===== src/rtl/tdm_demux_4x4_pkg.sv =====
// Shared constants and types for the 4-bank TDM lane demultiplexer.
package demux_pkg;

  localparam int NBANK = 4;

  typedef logic [1:0] bank_idx_t;

  typedef enum logic [1:0] {
    BANK_A = 2'd0,
    BANK_B = 2'd1,
    BANK_C = 2'd2,
    BANK_D = 2'd3
  } bank_e;

  function automatic bank_idx_t next_slot(input bank_idx_t cur);
    return cur + 2'd1;
  endfunction

endpackage


===== src/rtl/tdm_demux_4x4_if.sv =====
// Lane-side and consumer-side signals of the TDM demultiplexer.
interface tdm_demux_4x4_if #(
  parameter int DW = 4
);
  logic          in_valid;
  logic [DW-1:0] in_data;
  logic [1:0]    in_sel;
  logic          mode;
  logic          sync;
  logic          out_ack;
  logic [DW-1:0] out_a;
  logic [DW-1:0] out_b;
  logic [DW-1:0] out_c;
  logic [DW-1:0] out_d;
  logic [3:0]    out_valid;
  logic [3:0]    overrun;
  logic          frame_done;
  logic [1:0]    slot;

  modport master (
    output in_valid, in_data, in_sel, mode, sync, out_ack,
    input  out_a, out_b, out_c, out_d, out_valid, overrun, frame_done, slot
  );

  modport slave (
    input  in_valid, in_data, in_sel, mode, sync, out_ack,
    output out_a, out_b, out_c, out_d, out_valid, overrun, frame_done, slot
  );
endinterface


===== src/rtl/tdm_demux_4x4_bank.sv =====
// One output bank: data register plus written-since-ack and sticky overrun flags.
module demux_bank #(
  parameter int DW = 4
) (
  input  logic          clk,
  input  logic          rst_n,
  input  logic          wr_en,
  input  logic [DW-1:0] wr_data,
  input  logic          ack,
  output logic [DW-1:0] data,
  output logic          valid,
  output logic          valid_nxt,
  output logic          overrun
);

  logic [DW-1:0] data_q, data_d;
  logic          valid_q, valid_d;
  logic          overrun_q, overrun_d;

  always_comb begin
    data_d    = data_q;
    valid_d   = valid_q;
    overrun_d = overrun_q;
    if (ack) begin
      valid_d   = 1'b0;
      overrun_d = 1'b0;
    end
    // A write in the ack cycle lands after the clear, so it never counts as overrun.
    if (wr_en) begin
      data_d  = wr_data;
      valid_d = 1'b1;
      if (valid_q && !ack) overrun_d = 1'b1;
    end
  end

  always_ff @(posedge clk or negedge rst_n) begin
    if (!rst_n) begin
      data_q    <= '0;
      valid_q   <= 1'b0;
      overrun_q <= 1'b0;
    end else begin
      data_q    <= data_d;
      valid_q   <= valid_d;
      overrun_q <= overrun_d;
    end
  end

  assign data      = data_q;
  assign valid     = valid_q;
  assign valid_nxt = valid_d;
  assign overrun   = overrun_q;

endmodule


===== src/rtl/tdm_demux_4x4.sv =====
// Steers one lane word per cycle into banks A..D by explicit select or round-robin slot.
module tdm_demux_4x4
  import demux_pkg::*;
#(
  parameter int DW = 4
) (
  input logic             clk,
  input logic             rst_n,
  tdm_demux_4x4_if.slave  bus
);

  bank_idx_t         target;
  bank_idx_t         slot_q, slot_d;
  logic              frame_done_q, frame_done_d;
  logic [NBANK-1:0]  wr_en;
  logic [NBANK-1:0]  bank_valid;
  logic [NBANK-1:0]  bank_valid_nxt;
  logic [NBANK-1:0]  bank_overrun;
  logic [DW-1:0]     bank_data [NBANK];

  always_comb begin
    if (bus.mode) target = bus.sync ? bank_idx_t'(BANK_A) : slot_q;
    else          target = bus.in_sel;
  end

  always_comb begin
    slot_d = slot_q;
    if (bus.mode && bus.in_valid) slot_d = next_slot(target);
    else if (bus.sync)            slot_d = bank_idx_t'(BANK_A);
  end

  // Pulse only on the transition into all-valid, so it re-arms after any ack.
  always_comb begin
    frame_done_d = (&bank_valid_nxt) && !(&bank_valid);
  end

  always_ff @(posedge clk or negedge rst_n) begin
    if (!rst_n) begin
      slot_q       <= '0;
      frame_done_q <= 1'b0;
    end else begin
      slot_q       <= slot_d;
      frame_done_q <= frame_done_d;
    end
  end

  for (genvar i = 0; i < NBANK; i++) begin : g_bank
    assign wr_en[i] = bus.in_valid && (target == bank_idx_t'(i));

    demux_bank #(.DW(DW)) u_bank (
      .clk       (clk),
      .rst_n     (rst_n),
      .wr_en     (wr_en[i]),
      .wr_data   (bus.in_data),
      .ack       (bus.out_ack),
      .data      (bank_data[i]),
      .valid     (bank_valid[i]),
      .valid_nxt (bank_valid_nxt[i]),
      .overrun   (bank_overrun[i])
    );
  end

  assign bus.out_a      = bank_data[BANK_A];
  assign bus.out_b      = bank_data[BANK_B];
  assign bus.out_c      = bank_data[BANK_C];
  assign bus.out_d      = bank_data[BANK_D];
  assign bus.out_valid  = bank_valid;
  assign bus.overrun    = bank_overrun;
  assign bus.frame_done = frame_done_q;
  assign bus.slot       = slot_q;

endmodule

===== src/flat_wrapper.sv =====
// flat-port wrapper written by rule: the top's interface ports become plain ports
module tdm_demux_4x4_flat import demux_pkg::*;
#(
  parameter int DW = 4
)
  (clk, rst_n, bus_in_valid, bus_in_data, bus_in_sel, bus_mode, bus_sync, bus_out_ack, bus_out_a, bus_out_b, bus_out_c, bus_out_d, bus_out_valid, bus_overrun, bus_frame_done, bus_slot);
  tdm_demux_4x4_if #(.DW(DW)) bus_i ();
  input logic clk;
  input logic rst_n;
  input wire logic [$bits(bus_i.in_valid)-1:0] bus_in_valid;
  input wire logic [$bits(bus_i.in_data)-1:0] bus_in_data;
  input wire logic [$bits(bus_i.in_sel)-1:0] bus_in_sel;
  input wire logic [$bits(bus_i.mode)-1:0] bus_mode;
  input wire logic [$bits(bus_i.sync)-1:0] bus_sync;
  input wire logic [$bits(bus_i.out_ack)-1:0] bus_out_ack;
  output wire logic [$bits(bus_i.out_a)-1:0] bus_out_a;
  output wire logic [$bits(bus_i.out_b)-1:0] bus_out_b;
  output wire logic [$bits(bus_i.out_c)-1:0] bus_out_c;
  output wire logic [$bits(bus_i.out_d)-1:0] bus_out_d;
  output wire logic [$bits(bus_i.out_valid)-1:0] bus_out_valid;
  output wire logic [$bits(bus_i.overrun)-1:0] bus_overrun;
  output wire logic [$bits(bus_i.frame_done)-1:0] bus_frame_done;
  output wire logic [$bits(bus_i.slot)-1:0] bus_slot;
  assign bus_i.in_valid = bus_in_valid;
  assign bus_i.in_data = bus_in_data;
  assign bus_i.in_sel = bus_in_sel;
  assign bus_i.mode = bus_mode;
  assign bus_i.sync = bus_sync;
  assign bus_i.out_ack = bus_out_ack;
  assign bus_out_a = bus_i.out_a;
  assign bus_out_b = bus_i.out_b;
  assign bus_out_c = bus_i.out_c;
  assign bus_out_d = bus_i.out_d;
  assign bus_out_valid = bus_i.out_valid;
  assign bus_overrun = bus_i.overrun;
  assign bus_frame_done = bus_i.frame_done;
  assign bus_slot = bus_i.slot;
  tdm_demux_4x4 #(.DW(DW)) u_core (.clk(clk), .rst_n(rst_n), .bus(bus_i));
endmodule

===== config.mk =====
export PLATFORM = sky130hd
export DESIGN_NAME = tdm_demux_4x4_flat
export DESIGN_NICKNAME = d
export VERILOG_FILES = /design/src/rtl/tdm_demux_4x4_pkg.sv /design/src/rtl/tdm_demux_4x4_if.sv /design/src/rtl/tdm_demux_4x4_bank.sv /design/src/rtl/tdm_demux_4x4.sv /design/src/flat_wrapper.sv
export SDC_FILE = /design/constraint.sdc
export NUM_CORES = 1
export LEC_CHECK = 0
export CORE_MARGIN = 2
export CORE_UTILIZATION = 48
export DETAILED_ROUTE_END_ITERATION = 12
export PLACE_DENSITY = 0.83
export SETUP_SLACK_MARGIN = 0.05
export SLEW_MARGIN = 20
export SYNTH_ARGS = -nofsm -noshare
export SYNTH_HDL_FRONTEND = slang
export SYNTH_SLANG_ARGS = --single-unit

===== constraint.sdc =====
create_clock -name clk -period 3.2 [get_ports clk]
set_input_delay 0.64 -clock clk [delete_from_list [all_inputs] [get_ports clk]]
set_output_delay 0.64 -clock clk [all_outputs]
set_load 0.05 [all_outputs]

==> impl_results.md, run 1 <==
- Status: finished clean
- Reg clk slew, reported paths: 0.13 ns
- I/O pin cnt: 39
- WP data arrival: roughly 1.6 ns
- Worst-skew pair later-pin latency: roughly 0.33 ns
- Final setup vio count: 0
- Synth Register Bits: 27
- Gr usage total: 19.4%
- Cells after synthesis: 94
- Leakage: 0.681 nW
- Critical Path RT: between 2 and 3 ns
- Met3 wire length: 151 microns
- Final global-route overflow total: 0
- Min-Delay Path Class: reg -> reg
- Yosys top cell area share: 56.0%
- Routed WL per cell: 15.2 microns
- Crit start category: flip-flop
- Sw power: 0.418 mW
- Final worst slack: 0.963 ns
- Cells along the critical path: clkdlybuf4s50_1
- Share of power burned in registers: 42.4%
- Port Buffers: 38
- Primary FF master, synth: dfrtp_1
- Post_cts resized: 0
- Post-synth top cells: dfrtp_1, mux2_2, buf_4, nor2_1, inv_1
- Highest metal used: met4
- Sink Count: 27
- Net Sw Frac: roughly 41%
- Combinational fraction of design power: 43.4%
- Multi-input gate area: 453 sq um
- Most instantiated library cell after synthesis: dfrtp_1
- Largest net degree at the start of global routing: 28
- Clock share of power: 14.2%
- # fillers: roughly 190
- Cell taking the most area after synthesis: dfrtp_1
- Mean post-synth cell area: 12.8 sq um
- Hold_buf cts: 0
- Setup TNS: 0 ns
- Drt first pass iters: 4
- Post-Syn Area: 1210 sq um
- Bufs on Longest Clock Path: 2
- Cell family with most CP delay: buffers and inverters
- Distinct cells, synth: 27
- Slowest cell on the critical path: clkdlybuf4s50_1
- First-pass GRT wire length: 3.97 mm
- Seq/Total Area, Yosys: 56.0%
- Max Fclk: 447 MHz
- WS Path Type: reg -> out
- Placer Congestion: 0.814
- N_diodes: 0
- Unrepaired setup endpoints after global routing: no
- Fin area: about 1600 sq um
- Routed Antenna Nets: 0
- Setup repair bufs after CTS: 0
- Synth area leaders: dfrtp_1, mux2_2, buf_4
- Routed met1 length: 1.05 mm
- Rel. slew slack: 66.2%
- P&R area growth vs syn: 32.4%
- CP max stage delay: 0.83 ns
- Minimum clock period: 2.24 ns
- Starting Density: between 40% and 50%
- Max_cap viols: 0
- Die W: roughly 54 microns
- Cell Rows: 18
- Chip height: roughly 54 microns
- CP bufs+invs: 1
- Final wirelength: 2.41 mm
- Root buffer cell: clkbuf_4
- H-tree Lvls: 1
- Worst-margin pin slew: 0.505 ns
- Crit end category: output pin
- Core area: 2430 sq um
- Vias in the first global route: slightly below 900
- Worst Skew: 0.00264 ns
- Final Max Slew Viols: 0
- Die area: 2930 sq um
- Internal: about 0.6 mW
- Reg2Reg Setup Slack: 1.51 ns
- Ys Warns: 0
- Syn_nets: 106
- Initial antenna violation count: 0
- Final Hold Violating Endpoints: 0
- Met2 wire length: between 1 and 1.5 mm
- DRT iter0 DRCs: 5
- Post-synth EDFFs: 0
- Num CTS Buffers: 3
- Async set-or-reset flop fraction in the synthesized netlist: 100%
- Vias: 837
- Reg area: 676 sq um
- DP HPWL: 1.81 mm
- Post-DR vias/cell: around 5.3
- Period Utilization, post-route: 69.9%
- Crit path max fanout: 4
- Residual DRC count: 0
- Worst IR Drop VDD: 0.000483 V
- Worst slack at placement: 0.679 ns
- TritonCTS clock tree: yes
- Post-DP Area: around 1600 sq um
- Total Nets Final: between 100 and 150
- P per Cell Area: 642 nW/um^2
- Proportion of layout cells with a drive suffix above 1: 19.4%
## power groups by stage
stage / registers (mW) / clock network, mW / logic, mW
after detailed placement: 0.442 / 0 / 0.448
after CTS: 0.436 / 0.155 / 0.449
after global routing: 0.443 / 0.166 / 0.465
after global placement: 0.440 / 0 / 0.443
final: 0.435 / 0.146 / 0.446
after floorplan: 0.625 / 0 / 0.106
## cells by family after synthesis
kind of cell	after synthesis	share of synthesized area, %
DFF	27	56.0
and+or+nand+nor	22	9.95
xor gates and xnor gates	2	1.45
buffers and inverters	13	6.53
AOI/OAI and AO/OA	14	11.2
muxes	16	14.9
## cells in the final DEF (no fill, tap or decap), drive strengths merged, types with 2 or more instances in the layout
master         Yosys  final
nand3              2      2
a31oi              2      2
mux2              16     16
nor2               6      6
o21a               2      2
nand2              4      4
nand3b             2      2
nor3               2      2
clkbuf             0      4
clkdlybuf4s50      0     38
dfrtp             27     27
inv                5      5
o21ai              3      3
## per-stage QoR
step                hold slack, ns  utilization (%)  power [mW]  instances
floorplan                    0.344                -       0.731         94
global placement             0.479             64.7       0.883        155
detailed placement           0.482             64.7       0.889        155
CTS                          0.514             65.7        1.04        159
global route                 0.524             65.7        1.07        159
finish                       0.509             65.7        1.03        159
## sequential cells by signal, indices dropped and copies added (netlist names)
signal	flops
u_core.bus.slot	2
u_core.g_bank.u_bank.valid	4
u_core.bus.frame_done	1
u_core.g_bank.u_bank.data	16
u_core.g_bank.u_bank.overrun	4
## metal layers
metal / up-vias / track usage (%)
met3: 5 / 3.61
met1: 399 / 24.5
met2: 40 / 31.9
met4: 0 / 9.17
met5: - / 0
li1: 393 / -
## area by class of cell
class	instances	area share, %
clock buffer	4	1.64
inverter	5	1.17
tap	30	2.35
multi-input combinational	54	28.3
sequential	27	42.3
timing repair buffer	39	24.3
## final timing paths
kind	start	endpoint	cells past startpoint
setup / recovery	u_core.bus.slot[1]	bus_slot[1]	1
hold / removal	u_core.g_bank[0].u_bank.overrun	u_core.g_bank[0].u_bank.overrun	1
setup reg to reg	u_core.bus.slot[0]	u_core.g_bank[0].u_bank.data[2]	4
hold reg to reg	u_core.g_bank[0].u_bank.overrun	u_core.g_bank[0].u_bank.overrun	1
max in group asynchronous	rst_n	u_core.g_bank[2].u_bank.data[0]	2
min in group asynchronous	rst_n	u_core.bus.slot[1]	2
Note: power is estimated with default switching activity, not from simulation.
==> inputs of run 2 (changes only) <==
Settings changed: CORE_UTILIZATION 48 to 40, PLACE_DENSITY 0.83 to 0.74.
Clock period 3.2 ns to 2 ns, I/O delays scaled along.
==> run 2 against run 1 <==
Effect of this change: the flow now finishes with violations (design-rule violations); register-to-register slack got worse by 1.0 ns; critical path depth did not move; die area rose by 18%; combinational power rose by 61%; worst setup slack got worse by 0.86 ns; critical path type unchanged; critical endpoint is now bus_out_d[1].
==> impl_results.md, run 2 (synthesis results as in run 1) <==
- Status: complete, but fails checks
- Failing checks: design-rule violations
- Crit path max fanout: 2 (-2)
- Chip height: 58.9 microns (+8.8%)
- Worst slack at placement: -0.157 ns (-0.836 ns)
- Drt first pass iters: 8 (+4)
- Final hold slack: 0.439 ns (-0.0696 ns)
- Post-DR vias/cell: 5.12 (-2.7%)
- Crit start category: flip-flop
- Placed cell count: 166 (+7.1%)
- Setup TNS: 0 ns (unchanged)
- Slowest cell on the critical path: clkdlybuf4s50_1
- Fin area: 1700 sq um (+6.3%)
- Routed Antenna Nets: 0 (unchanged)
- Period Utilization, post-route: 94.9%
- N_diodes: 0 (unchanged)
- Post-DP Area: 1650 sq um (+4.9%)
- Gr usage total: 15.6% (-3.8 points)
- DP HPWL: 1.96 mm (+8.0%)
- Die W: 58.9 microns (+8.8%)
- P per Cell Area: 960 nW/um^2 (+49%)
- Crit end category: output pin
- Final global-route overflow total: 0 (unchanged)
- Max Fclk: 527 MHz
- CP max stage delay: 0.80 ns (-0.03 ns)
- Cell family with most CP delay: buffers and inverters
- Final Hold Violating Endpoints: 0 (unchanged)
- Clock share of power: 13.7% (-0.5 points)
- Initial antenna violation count: 0 (unchanged)
- Rel. slew slack: 65.4% (-0.84 points)
- Placer Congestion: 0.783 (-3.8%)
- Residual DRC count: 2 (+2)
- Cells along the critical path: clkdlybuf4s50_1
- Worst Skew: 0.00499 ns (+0.00235 ns)
- Internal: 0.972 mW (+60%)
- Tot Pwr: 1.63 mW (+59%)
- Bufs on Longest Clock Path: 2 (unchanged)
- Final setup vio count: 0 (unchanged)
- H-tree Lvls: 1 (unchanged)
- Port Buffers: 38 (unchanged)
- I/O pin cnt: 39 (unchanged)
- Proportion of layout cells with a drive suffix above 1: 25.9% (+6.5 points)
- Root buffer cell: clkbuf_4
- Commonest non-fill, non-tap cell in the layout: dfrtp_1
- Core area: 2810 sq um (+15%)
- Minimum clock period: approximately 1.9 ns
- WP data arrival: 1.50 ns (-0.10 ns)
- Commonest non-fill, non-tap cells in the layout: dfrtp_1, clkdlybuf4s50_1, mux2_2, dlymetal6s2s_1, buf_4
- Sw power: 0.660 mW (+58%)
- Unrepaired setup endpoints after global routing: no
- Setup repair bufs after CTS: 0 (unchanged)
- Share of power burned in registers: 42.3% (about the same)
- Routed WL per cell: 14.4 microns (-4.9%)
- Vias in the first global route: 900 (+0.90%)
- Min-Delay Path Class: in -> async
- Max_cap viols: 0 (unchanged)
- Fin cells: 170 (+6.9%)
- Final wirelength: 2.45 mm (+1.7%)
- CP bufs+invs: 1 (unchanged)
- Die area: 3470 sq um (+18%)
- WS Path Type: reg -> out
- Worst-margin pin slew: 0.518 ns (+0.0134 ns)
- Critical Path RT: 1.60 ns (-0.96 ns)
- TritonCTS clock tree: yes
- Cell Rows: 19 (+1)
- Reg2Reg Setup Slack: 0.47 ns (-1.04 ns)
- Combinational fraction of design power: 44.0% (+0.6 points)
- Final worst slack: 0.102 ns (-0.862 ns)
- Sink Count: 27 (unchanged)
- Worst IR Drop VDD: 0.000480 V (-0.70%)
- Max reg flops: 16 (unchanged)
- Worst-skew pair later-pin latency: 0.31 ns (-0.02 ns)
- P&R area growth vs syn: 40.8%
- Starting Density: 43.0% (-6.6 points)
- First-pass GRT wire length: 4.11 mm (+3.5%)
- Final Max Slew Viols: 0 (unchanged)
- Reg clk slew, reported paths: 0.14 ns (about the same)
- Largest net degree at the start of global routing: 28 (unchanged)
- Num CTS Buffers: 3 (unchanged)
- Leakage: 0.880 nW (+29%)
- DRT iter0 DRCs: 23 (+18)
- Net Sw Frac: 40.4% (-0.25 points)
- Vias: 871 (+4.1%)
- Total Nets Final: 152 (+7.0%)
- Final core occ: 60.6% (-5.1 points)
-- run 2: area by class of cell --
class	instances	area [sq um]
Clock inverter	1	5.00
Inverter	5	18.8
Fill cell	236	1100
Tap cell	31	38.8
Sequential cell	27	676
Multi-Input combinational cell	54	453
Clock buffer	3	22.5
Timing Repair Buffer	49	487
-- run 2: path summary, 6_finish.rpt --
| check | end | from | cells after the start |
|---|---|---|---|
| max | bus_out_d[1] | u_core.g_bank[3].u_bank.data[1] | 1 |
| min | u_core.g_bank[1].u_bank.overrun | rst_n | 2 |
| max reg2reg | u_core.g_bank[1].u_bank.data[0] | u_core.bus.slot[1] | 5 |
| min reg2reg | u_core.g_bank[3].u_bank.overrun | u_core.g_bank[3].u_bank.overrun | 2 |
| max in group asynchronous | u_core.bus.slot[0] | rst_n | 2 |
| min in group clk | u_core.g_bank[3].u_bank.overrun | u_core.g_bank[3].u_bank.overrun | 2 |
-- run 2: per-layer routing --
| layer | GRT usage [%] | share of wire [%] | vias to the layer above |
|---|---|---|---|
| li1 | - | - | 416 |
| met1 | 19.5 | 38 | 424 |
| met2 | 26.7 | 54 | 24 |
| met3 | 1.10 | 4.6 | 7 |
| met4 | 8.77 | 2.6 | 0 |
| met5 | 0 | 0 | - |
-- run 2: power groups by stage --
stage	logic (mW)	clock network [mW]	registers [mW]
after floorplan	0.170	0	1.00
after global placement	0.727	0	0.704
after detailed placement	0.735	0	0.707
after CTS	0.729	0.232	0.695
after global routing	0.748	0.259	0.705
final	0.719	0.224	0.690
-- run 2: repair_timing --
item,in CTS,in global routing
setup endpoints to repair,5,12
resized for setup,5,12
hold buffers,0,0
==> inputs of run 3 (changes only) <==
Settings changed: HOLD_SLACK_MARGIN from default to 0.08.
==> results of run 3 <==
The final DEF is identical to that of run 2; final timing and power are the same.
